`config.mk`:
```
export PLATFORM = sky130hd
export DESIGN_NAME = bcd_batch_converter
export DESIGN_NICKNAME = d
export VERILOG_FILES = /design/src/rtl/bcdc_pkg.sv /design/src/rtl/bcd_lane.sv /design/src/rtl/bcd_batch_converter.sv
export SDC_FILE = /design/constraint.sdc
export NUM_CORES = 1
export LEC_CHECK = 0
export ABC_CLOCK_PERIOD_IN_PS = 4800
export BUFFER_PORTS_ARGS = -buffer_cell sky130_fd_sc_hd__buf_4
export CAP_MARGIN = 10
export CORE_MARGIN = 3
export CORE_UTILIZATION = 55
export CTS_BUF_LIST = sky130_fd_sc_hd__clkbuf_8
export CTS_CLUSTER_DIAMETER = 50
export DETAILED_ROUTE_END_ITERATION = 7
export PLACE_DENSITY = 0.83
export SYNTH_ARGS = -nofsm -noshare
export SYNTH_HDL_FRONTEND = slang
export SYNTH_HIERARCHICAL = 1
export SYNTH_SLANG_ARGS = --single-unit
```
`constraint.sdc`:
```
create_clock -name clock -period 4.8 [get_ports clock]
set_clock_uncertainty 0.05 [all_clocks]
set_input_delay 0.96 -clock clock [delete_from_list [all_inputs] [get_ports clock]]
set_output_delay 0.96 -clock clock [all_outputs]
set_load 0.01 [all_outputs]
```
`src/rtl/bcdc_pkg.sv`:
```
// bcdc_pkg: shared types and helpers for the batch BCD converter.
// Lane state enum, digit width, add-3 adjust, parameter sanity check.
package bcdc_pkg;

    typedef enum logic [1:0] {
        LANE_IDLE,
        LANE_SHIFT,
        LANE_DONE
    } lane_state_e;

    localparam int DIGIT_W = 4;

    function automatic logic [DIGIT_W-1:0] add3_adjust(
        input logic [DIGIT_W-1:0] d
    );
        return (d >= DIGIT_W'(5)) ? d + DIGIT_W'(3) : d;
    endfunction

    function automatic bit bcd_capacity_ok(
        input int in_w,
        input int digits,
        input int lanes
    );
        return (in_w >= 2) && (digits >= 1) && (lanes >= 1);
    endfunction

endpackage

```
`src/rtl/bcd_lane.sv`:
```
// bcd_lane: one double-dabble engine, IN_W iterations per conversion.
// Ports: clock/reset, load/collect strobes, operand+sign in; state, bcd, ovf, neg out.
module bcd_lane
    import bcdc_pkg::*;
#(
    parameter int IN_W   = 32,
    parameter int DIGITS = 10
) (
    input  logic                      clock,
    input  logic                      reset,
    input  logic                      load,
    input  logic                      collect,
    input  logic [IN_W-1:0]           operand,
    input  logic                      sign,
    output lane_state_e               state,
    output logic [DIGIT_W*DIGITS-1:0] bcd,
    output logic                      ovf,
    output logic                      neg
);

    localparam int BW = DIGIT_W * DIGITS;
    localparam int CW = $clog2(IN_W + 1);

    lane_state_e     state_q;
    lane_state_e     state_d;
    logic [IN_W-1:0] op_q;
    logic [CW-1:0]   cnt_q;
    logic [BW-1:0]   bcd_q;
    logic [BW-1:0]   adj;
    logic            ovf_q;
    logic            neg_q;

    always_comb begin
        state_d = state_q;
        unique case (state_q)
            LANE_IDLE:  if (load) state_d = LANE_SHIFT;
            LANE_SHIFT: if (cnt_q == CW'(IN_W - 1)) state_d = LANE_DONE;
            LANE_DONE:  if (collect) state_d = LANE_IDLE;
            default:    state_d = LANE_IDLE;
        endcase
    end

    always_comb begin
        adj = '0;
        for (int i = 0; i < DIGITS; i++) begin
            adj[i*DIGIT_W +: DIGIT_W] = add3_adjust(bcd_q[i*DIGIT_W +: DIGIT_W]);
        end
    end

    always_ff @(posedge clock or negedge reset) begin
        if (!reset) begin
            state_q <= LANE_IDLE;
            op_q    <= '0;
            cnt_q   <= '0;
            bcd_q   <= '0;
            ovf_q   <= 1'b0;
            neg_q   <= 1'b0;
        end else begin
            state_q <= state_d;
            if (state_q == LANE_IDLE && load) begin
                op_q  <= operand;
                cnt_q <= '0;
                bcd_q <= '0;
                ovf_q <= 1'b0;
                neg_q <= sign;
            end else if (state_q == LANE_SHIFT) begin
                // digits above DIGITS are dropped; any bit lost is sticky ovf
                bcd_q <= {adj[BW-2:0], op_q[IN_W-1]};
                op_q  <= {op_q[IN_W-2:0], 1'b0};
                cnt_q <= cnt_q + CW'(1);
                ovf_q <= ovf_q | adj[BW-1];
            end
        end
    end

    assign state = state_q;
    assign bcd   = bcd_q;
    assign ovf   = ovf_q;
    assign neg   = neg_q;

endmodule

```
`src/rtl/bcd_batch_converter.sv`:
```
// bcd_batch_converter: round-robin multi-lane binary-to-BCD stream, in-order results.
// Ports: clock, reset (async low), in_* / out_* valid-ready streams, busy. Macro BCDC_SIGNED_EN.
module bcd_batch_converter
    import bcdc_pkg::*;
#(
    parameter int IN_W   = 32,
    parameter int DIGITS = 10,
    parameter int LANES  = 4
) (
    input  logic                      clock,
    input  logic                      reset,
    input  logic                      in_valid,
    output logic                      in_ready,
    input  logic [IN_W-1:0]           in_data,
    output logic                      out_valid,
    input  logic                      out_ready,
    output logic [DIGIT_W*DIGITS-1:0] out_bcd,
    output logic                      out_ovf,
    output logic                      out_neg,
    output logic                      busy
);

    localparam int BW = DIGIT_W * DIGITS;
    localparam int PW = (LANES > 1) ? $clog2(LANES) : 1;

    if (!bcd_capacity_ok(IN_W, DIGITS, LANES)) begin : g_bad_params
        $error("bcd_batch_converter: bad IN_W/DIGITS/LANES");
    end

    logic [PW-1:0]   wr_ptr;
    logic [PW-1:0]   rd_ptr;
    lane_state_e     st   [LANES];
    logic [BW-1:0]   lbcd [LANES];
    logic            lovf [LANES];
    logic            lneg [LANES];
    logic [IN_W-1:0] operand;
    logic            sign;
    logic            in_fire;
    logic            out_fire;

`ifdef BCDC_SIGNED_EN
    // -2^(IN_W-1) negates to itself, which is the right unsigned magnitude
    assign sign    = in_data[IN_W-1];
    assign operand = sign ? (~in_data + IN_W'(1)) : in_data;
`else
    assign sign    = 1'b0;
    assign operand = in_data;
`endif

    assign in_ready  = (st[wr_ptr] == LANE_IDLE);
    assign out_valid = (st[rd_ptr] == LANE_DONE);
    assign in_fire   = in_valid && in_ready;
    assign out_fire  = out_valid && out_ready;

    for (genvar i = 0; i < LANES; i++) begin : g_lane
        bcd_lane #(
            .IN_W  (IN_W),
            .DIGITS(DIGITS)
        ) u_lane (
            .clock  (clock),
            .reset  (reset),
            .load   (in_fire && (wr_ptr == PW'(i))),
            .collect(out_fire && (rd_ptr == PW'(i))),
            .operand(operand),
            .sign   (sign),
            .state  (st[i]),
            .bcd    (lbcd[i]),
            .ovf    (lovf[i]),
            .neg    (lneg[i])
        );
    end

    always_ff @(posedge clock or negedge reset) begin
        if (!reset) begin
            wr_ptr <= '0;
            rd_ptr <= '0;
        end else begin
            if (in_fire) begin
                wr_ptr <= (wr_ptr == PW'(LANES - 1)) ? '0 : wr_ptr + PW'(1);
            end
            if (out_fire) begin
                rd_ptr <= (rd_ptr == PW'(LANES - 1)) ? '0 : rd_ptr + PW'(1);
            end
        end
    end

    always_comb begin
        busy = 1'b0;
        for (int i = 0; i < LANES; i++) begin
            if (st[i] != LANE_IDLE) busy = 1'b1;
        end
    end

    assign out_bcd = lbcd[rd_ptr];
    assign out_ovf = lovf[rd_ptr];
    assign out_neg = lneg[rd_ptr];

endmodule
```
## Word level (Yosys, flattened, before mapping)

Index checks and enable logic that the tools add are counted.

- Logic and storage cells: 289
- Output and inout bits: 45
- Register bits: 328

- Eq/ne operators: 31
- Add/subtract/negate cells: 46
- Bitwise gates (word level): 6
- Reductions and logical operators: 33
- Muxes and demuxes: 109
- $lt $le $gt $ge: 42

Operators with widths:

| kind | count |
|---|---|
| 40-bit two-way mux | 10 |
| 32-bit two-way mux | 8 |
| 4-bit by 2-bit adder with 4-bit output, second input constant | 40 |
| 4-bit by 3-bit greater-or-equal comparator with 1-bit output, second input constant | 40 |
| 4-bit two-way mux | 40 |
| 40-bit binary-select mux with 2-bit select | 1 |
| 6-bit two-way mux | 8 |
| 2-bit two-way mux | 18 |
| 6-bit by 1-bit adder with 6-bit output, second input constant | 4 |
| 6-bit by 5-bit == test with 1-bit output, second input constant | 4 |
| 2-bit by 1-bit inequality test with 1-bit output, second input constant | 12 |
| 2-bit case mux with 3 select lines | 4 |
| 2-bit == test, second input constant | 9 |
| 1-bit two-way mux | 16 |
| 2-bit nonzero test | 8 |
| 1-bit logical AND | 14 |
| 2-bit zero test | 7 |
| 2-bit by 1-bit == test with 1-bit output, second input constant | 6 |
| 3-bit AND reduction | 4 |
| 2-bit binary-select mux with 2-bit select | 2 |
| 3-bit greater-or-equal comparator, second input constant | 2 |
| 2-bit inverter with 3-bit output | 2 |
| 2-bit by 1-bit adder with 2-bit output, second input constant | 2 |
| 1-bit binary-select mux with 2-bit select | 2 |
| 1-bit bitwise OR | 4 |

## Logic depth before layout (Yosys ltp)

- Depth after elaboration: 9
- Depth in mapped cells: 8
- Depth with buffers taken out: 6

## Cells and area by module

Netlist, hierarchy kept.

By module, submodules not included:

| module | cells an instance | sequential area each (um2) | area each (um2) | instances |
|---|---|---|---|---|
| bcd_lane (g_lane[0].u_lane ...) | 433 | 2,052.0 | 4,386.7 | 3 |
| bcd_lane (g_lane[3].u_lane) | 433 | 2,052.0 | 4,385.5 | 1 |
| bcd_batch_converter | 112 | 100.1 | 1,540.2 | 1 |

## Least setup slack after synthesis

No wires, ideal clock.

- Path type: register to output
- Start: register rd_ptr[0]
- End: output port out_bcd[0]
- Path slack: 2,374 ps
- Required time: 3,790 ps
- Cell stages (with the launch flop): 4
- Arrival: 1,416 ps
- Path buffers: 2
- Cell sequence: dfrtp_1 > buf_2 > buf_4 > mux4_2

- Word-level cells in the longest chain between the ends: 4

RTL lines:

| what | line | RTL |
|---|---|---|
| start, declared | bcd_batch_converter.sv:31 | `logic [PW-1:0] rd_ptr;` |
| start signal, assigned | bcd_batch_converter.sv:82 | `rd_ptr <= (rd_ptr == PW'(LANES - 1)) ? '0 : rd_ptr + PW'(1);` |
| 2-bit inverter with 3-bit output (not written as such) | bcd_batch_converter.sv:94 | `assign out_bcd = lbcd[rd_ptr];` |
| 40-bit binary-select mux with 2-bit select | bcd_batch_converter.sv:94 |  |
| 40-bit two-way mux (not written as such) (2 in series) | bcd_batch_converter.sv:94 |  |
| end, declared | bcd_batch_converter.sv:17 | `output logic [DIGIT_W*DIGITS-1:0] out_bcd,` |

No other way between the ends. The select of a mux whose other input is x is not followed.

## Final worst setup path

- Start: register rd_ptr[0]
- End: output port out_bcd[7]

Same word-level chain as after synthesis.

==> results.cfg <==
[grt]
grt_first_pass_wirelength_um = 85800
grt_antenna_before_repair = 0
grt_max_degree = 105
grtUsageTotal_pct = 28.9
grt-ovfl-total = 0
grt_pass1_vias = 16158

[final_layout]
area_growth_pct = 9.29
drive_above_1_share_pct = 12.7
fin_cells = 2380
final_area_sq_um = 20900
n_antenna_cell = 0
fin_nets = 2016

[setup_path]
crit_type = reg2out
cp.required_ns = 3.79
worstPathCellList = buf_4, mux4_2, buf_4
regToRegEndpoint = g_lane[3].u_lane/bcd[15]
critPathTopFamily = flip-flops
crit_top_cell = buf_4
cp-end-kind = output port
slowest_stage = dfrtp_2
crit_arrival_ns = 2.75
r2r-start = wr_ptr[0]
crit_path_start_kind = flop
slowest_delay_ns = 0.98
worst-path-buf-inv = 2
ff2ff_path_depth = 6
ff2ff_setup_slack_ns = 1.69
crit_fanout = 29

[logic_synthesis]
yosys_warnings = 6
ys_ff_latch = 332
ys_seq_area_share_pct = 43.5
mappedNetlistArea_sq_um = 19100
ys.flop_type = dfrtp_1
synthArstFlopShare_pct = 100
synth_cells = 1844
ys_types = 47
synth_area_per_cell_sq_um = 10.4
synth_edf_count = 0

[power_and_ir_drop]
powerDensity_nw_per_um2 = 701
vdd_ir_drop_max_mv = 0.290
power.leakage_nw = 8.77

[die]
core_area_sq_um = 33900
die-area_sq_um = 37000
die_w_um = 192
start_util_pct = 56.4
ioPinCount = 81
die_y_um = 192
rows = 67

[placement]
dp_hpwl_um = 35200
gp_congestion = 0.943
place_area_sq_um = 19700
portBuffers = 80
dp.cells = 2277

[timing]
fin_crit_ns = 3.76
setup_viol = 0
tightest_slew_ns = 1.15
rsz0062_at_grt = false
finalHoldViolations = 0
slew_headroom_pct = 23.0
finalCritPeriodShare_pct = 78.4
fmax_mhz = 266
report.final.slew_viol_count = 0
setup_tns_ns = 0

[route]
vias = 16255
postRouteWirelength_um = 53700
first_pass_iters = 6
wl_per_cell_um = 22.6
drc = 0
final_antenna_net_count = 0
viasPerCell = 6.83
drt_iter0_drc = 1906

[cts]
cts_setup_buffers = 0
clock_sinks = 332
root_buffer = clkbuf_8
postCtsHoldBufs = 0
cts_tree = yes
clock_latency_ns = 0.61
ctsResizeCount = 0
htreeDepth = 2
cts_buffer_depth = 3
cts-buffers-inserted = 56
clkTransAtPathRegs_ns = 0.06

[worst_hold_path]
hold_path.class = in2async

[status]
status = finished clean

[run]
cap_violations = 0
[layout by cell type, fill, tap and decap left out, types with 6 or more instances in the layout]
cell type  count
o21ai_1       97
dfrtp_1      330
o221ai_1      40
o22ai_1        8
nand2_1      204
a22oi_1      148
ha_1          92
nor2b_1       46
o311ai_1      40
o21a_1        40
o21ai_0       95
buf_4        101
clkbuf_8      72
mux4_2        44
nand2b_1      16
nor2_1         6
nand3_1       12
o2111ai_1     80
nor3_1         6
inv_1        198
o31ai_1       44
xnor2_1       40
a32o_1        40
o32ai_1       36
and3b_1        8
a22o_1         8
[cell type report]
| type | count | area (sq um) |
|---|---|---|
| Clock inverter | 30 | 133 |
| Inverter | 174 | 653 |
| Fill cell | 2644 | 13000 |
| Timing Repair Buffer | 105 | 841 |
| Clock buffer | 72 | 991 |
| Multi-Input combinational cell | 1219 | 9370 |
| Sequential cell | 332 | 8310 |
| Tap cell | 448 | 561 |
[synthesized netlist by cell type (all sizes together) (6+ instances only)]
| cell type | n | area (sq um) |
|---|---|---|
| a22o | 8 | 70.1 |
| a22oi | 148 | 1110 |
| a32o | 40 | 400 |
| and3b | 10 | 90.1 |
| buf | 89 | 682 |
| clkbuf | 33 | 124 |
| dfrtp | 332 | 8310 |
| ha | 92 | 1150 |
| inv | 174 | 653 |
| mux4 | 44 | 991 |
| nand2 | 204 | 766 |
| nand2b | 16 | 100 |
| nand3 | 12 | 60.1 |
| nor2 | 6 | 22.5 |
| nor2b | 48 | 300 |
| nor3 | 6 | 30.0 |
| o2111ai | 80 | 701 |
| o21a | 40 | 300 |
| o21ai | 192 | 961 |
| o221ai | 40 | 350 |
| o22ai | 8 | 50.1 |
| o311ai | 40 | 350 |
| o31ai | 44 | 330 |
| o32ai | 36 | 315 |
| xnor2 | 40 | 350 |
[flip-flops by register name (all words and copies together) (netlist names)]
register,flops
g_lane.u_lane/bcd,160
g_lane.u_lane/state,8
wr_ptr,2
g_lane.u_lane/op_q,128
g_lane.u_lane/cnt_q,24
g_lane.u_lane/neg,4
g_lane.u_lane/ovf,4
rd_ptr,2
[report_power, final]
group	internal, mW	switching [mW]	total [mW]
clock network	1.34	1.18	2.52
logic	2.84	4.01	6.85
registers	3.94	1.33	5.26
[logic make-up after synthesis]
kind of cell,Yosys count,synth area share (%)
XOR/XNOR,44,2.02
AO/OA/AOI/OAI,704,27.1
buffers and inverters,296,7.64
multiplexers,52,5.64
flip-flops,332,43.5
AND/OR/NAND/NOR,323,8.00
other,1,0.0196
adder cells (fa/ha/maj),92,6.03
[how the worst max path moves through the flow]
stage | cells past startpoint | to | slack [ns] | start
2_1_floorplan | 3 | out_bcd[0] | 2.37 | rd_ptr[0]
3_3_place_gp | 3 | out_bcd[7] | 1.71 | rd_ptr[0]
3_5_place_dp | 3 | out_bcd[7] | 1.66 | rd_ptr[0]
4_1_cts | 3 | out_bcd[7] | 0.99 | rd_ptr[0]
5_1_grt | 3 | out_bcd[5] | 0.85 | rd_ptr[0]
6_report | 3 | out_bcd[7] | 1.04 | rd_ptr[0]
[per-stage QoR]
step	hold WS (ns)	setup slack, ns	total power, mW	util (%)
final	0.351	1.04	14.6	61.6
after global routing	0.397	0.851	15.5	61.6
after CTS	0.384	0.991	14.5	61.5
after detailed placement	0.412	1.66	11.9	58.2
after global placement	0.399	1.71	11.5	58.2
after floorplan	0.386	2.37	9.88	-
[metal layers]
metal / routed length (um) / share of wire (%) / global-route usage (%) / vias to the layer above
met5: 0 / 0 / 0 / -
met4: 2590 / 4.8 / 13.7 / 0
met3: 5040 / 9.4 / 5.98 / 177
met2: 25700 / 48 / 46.9 / 907
met1: 20400 / 38 / 37.4 / 8126
li1: - / - / - / 7045
(Power assumes the default switching activity.)
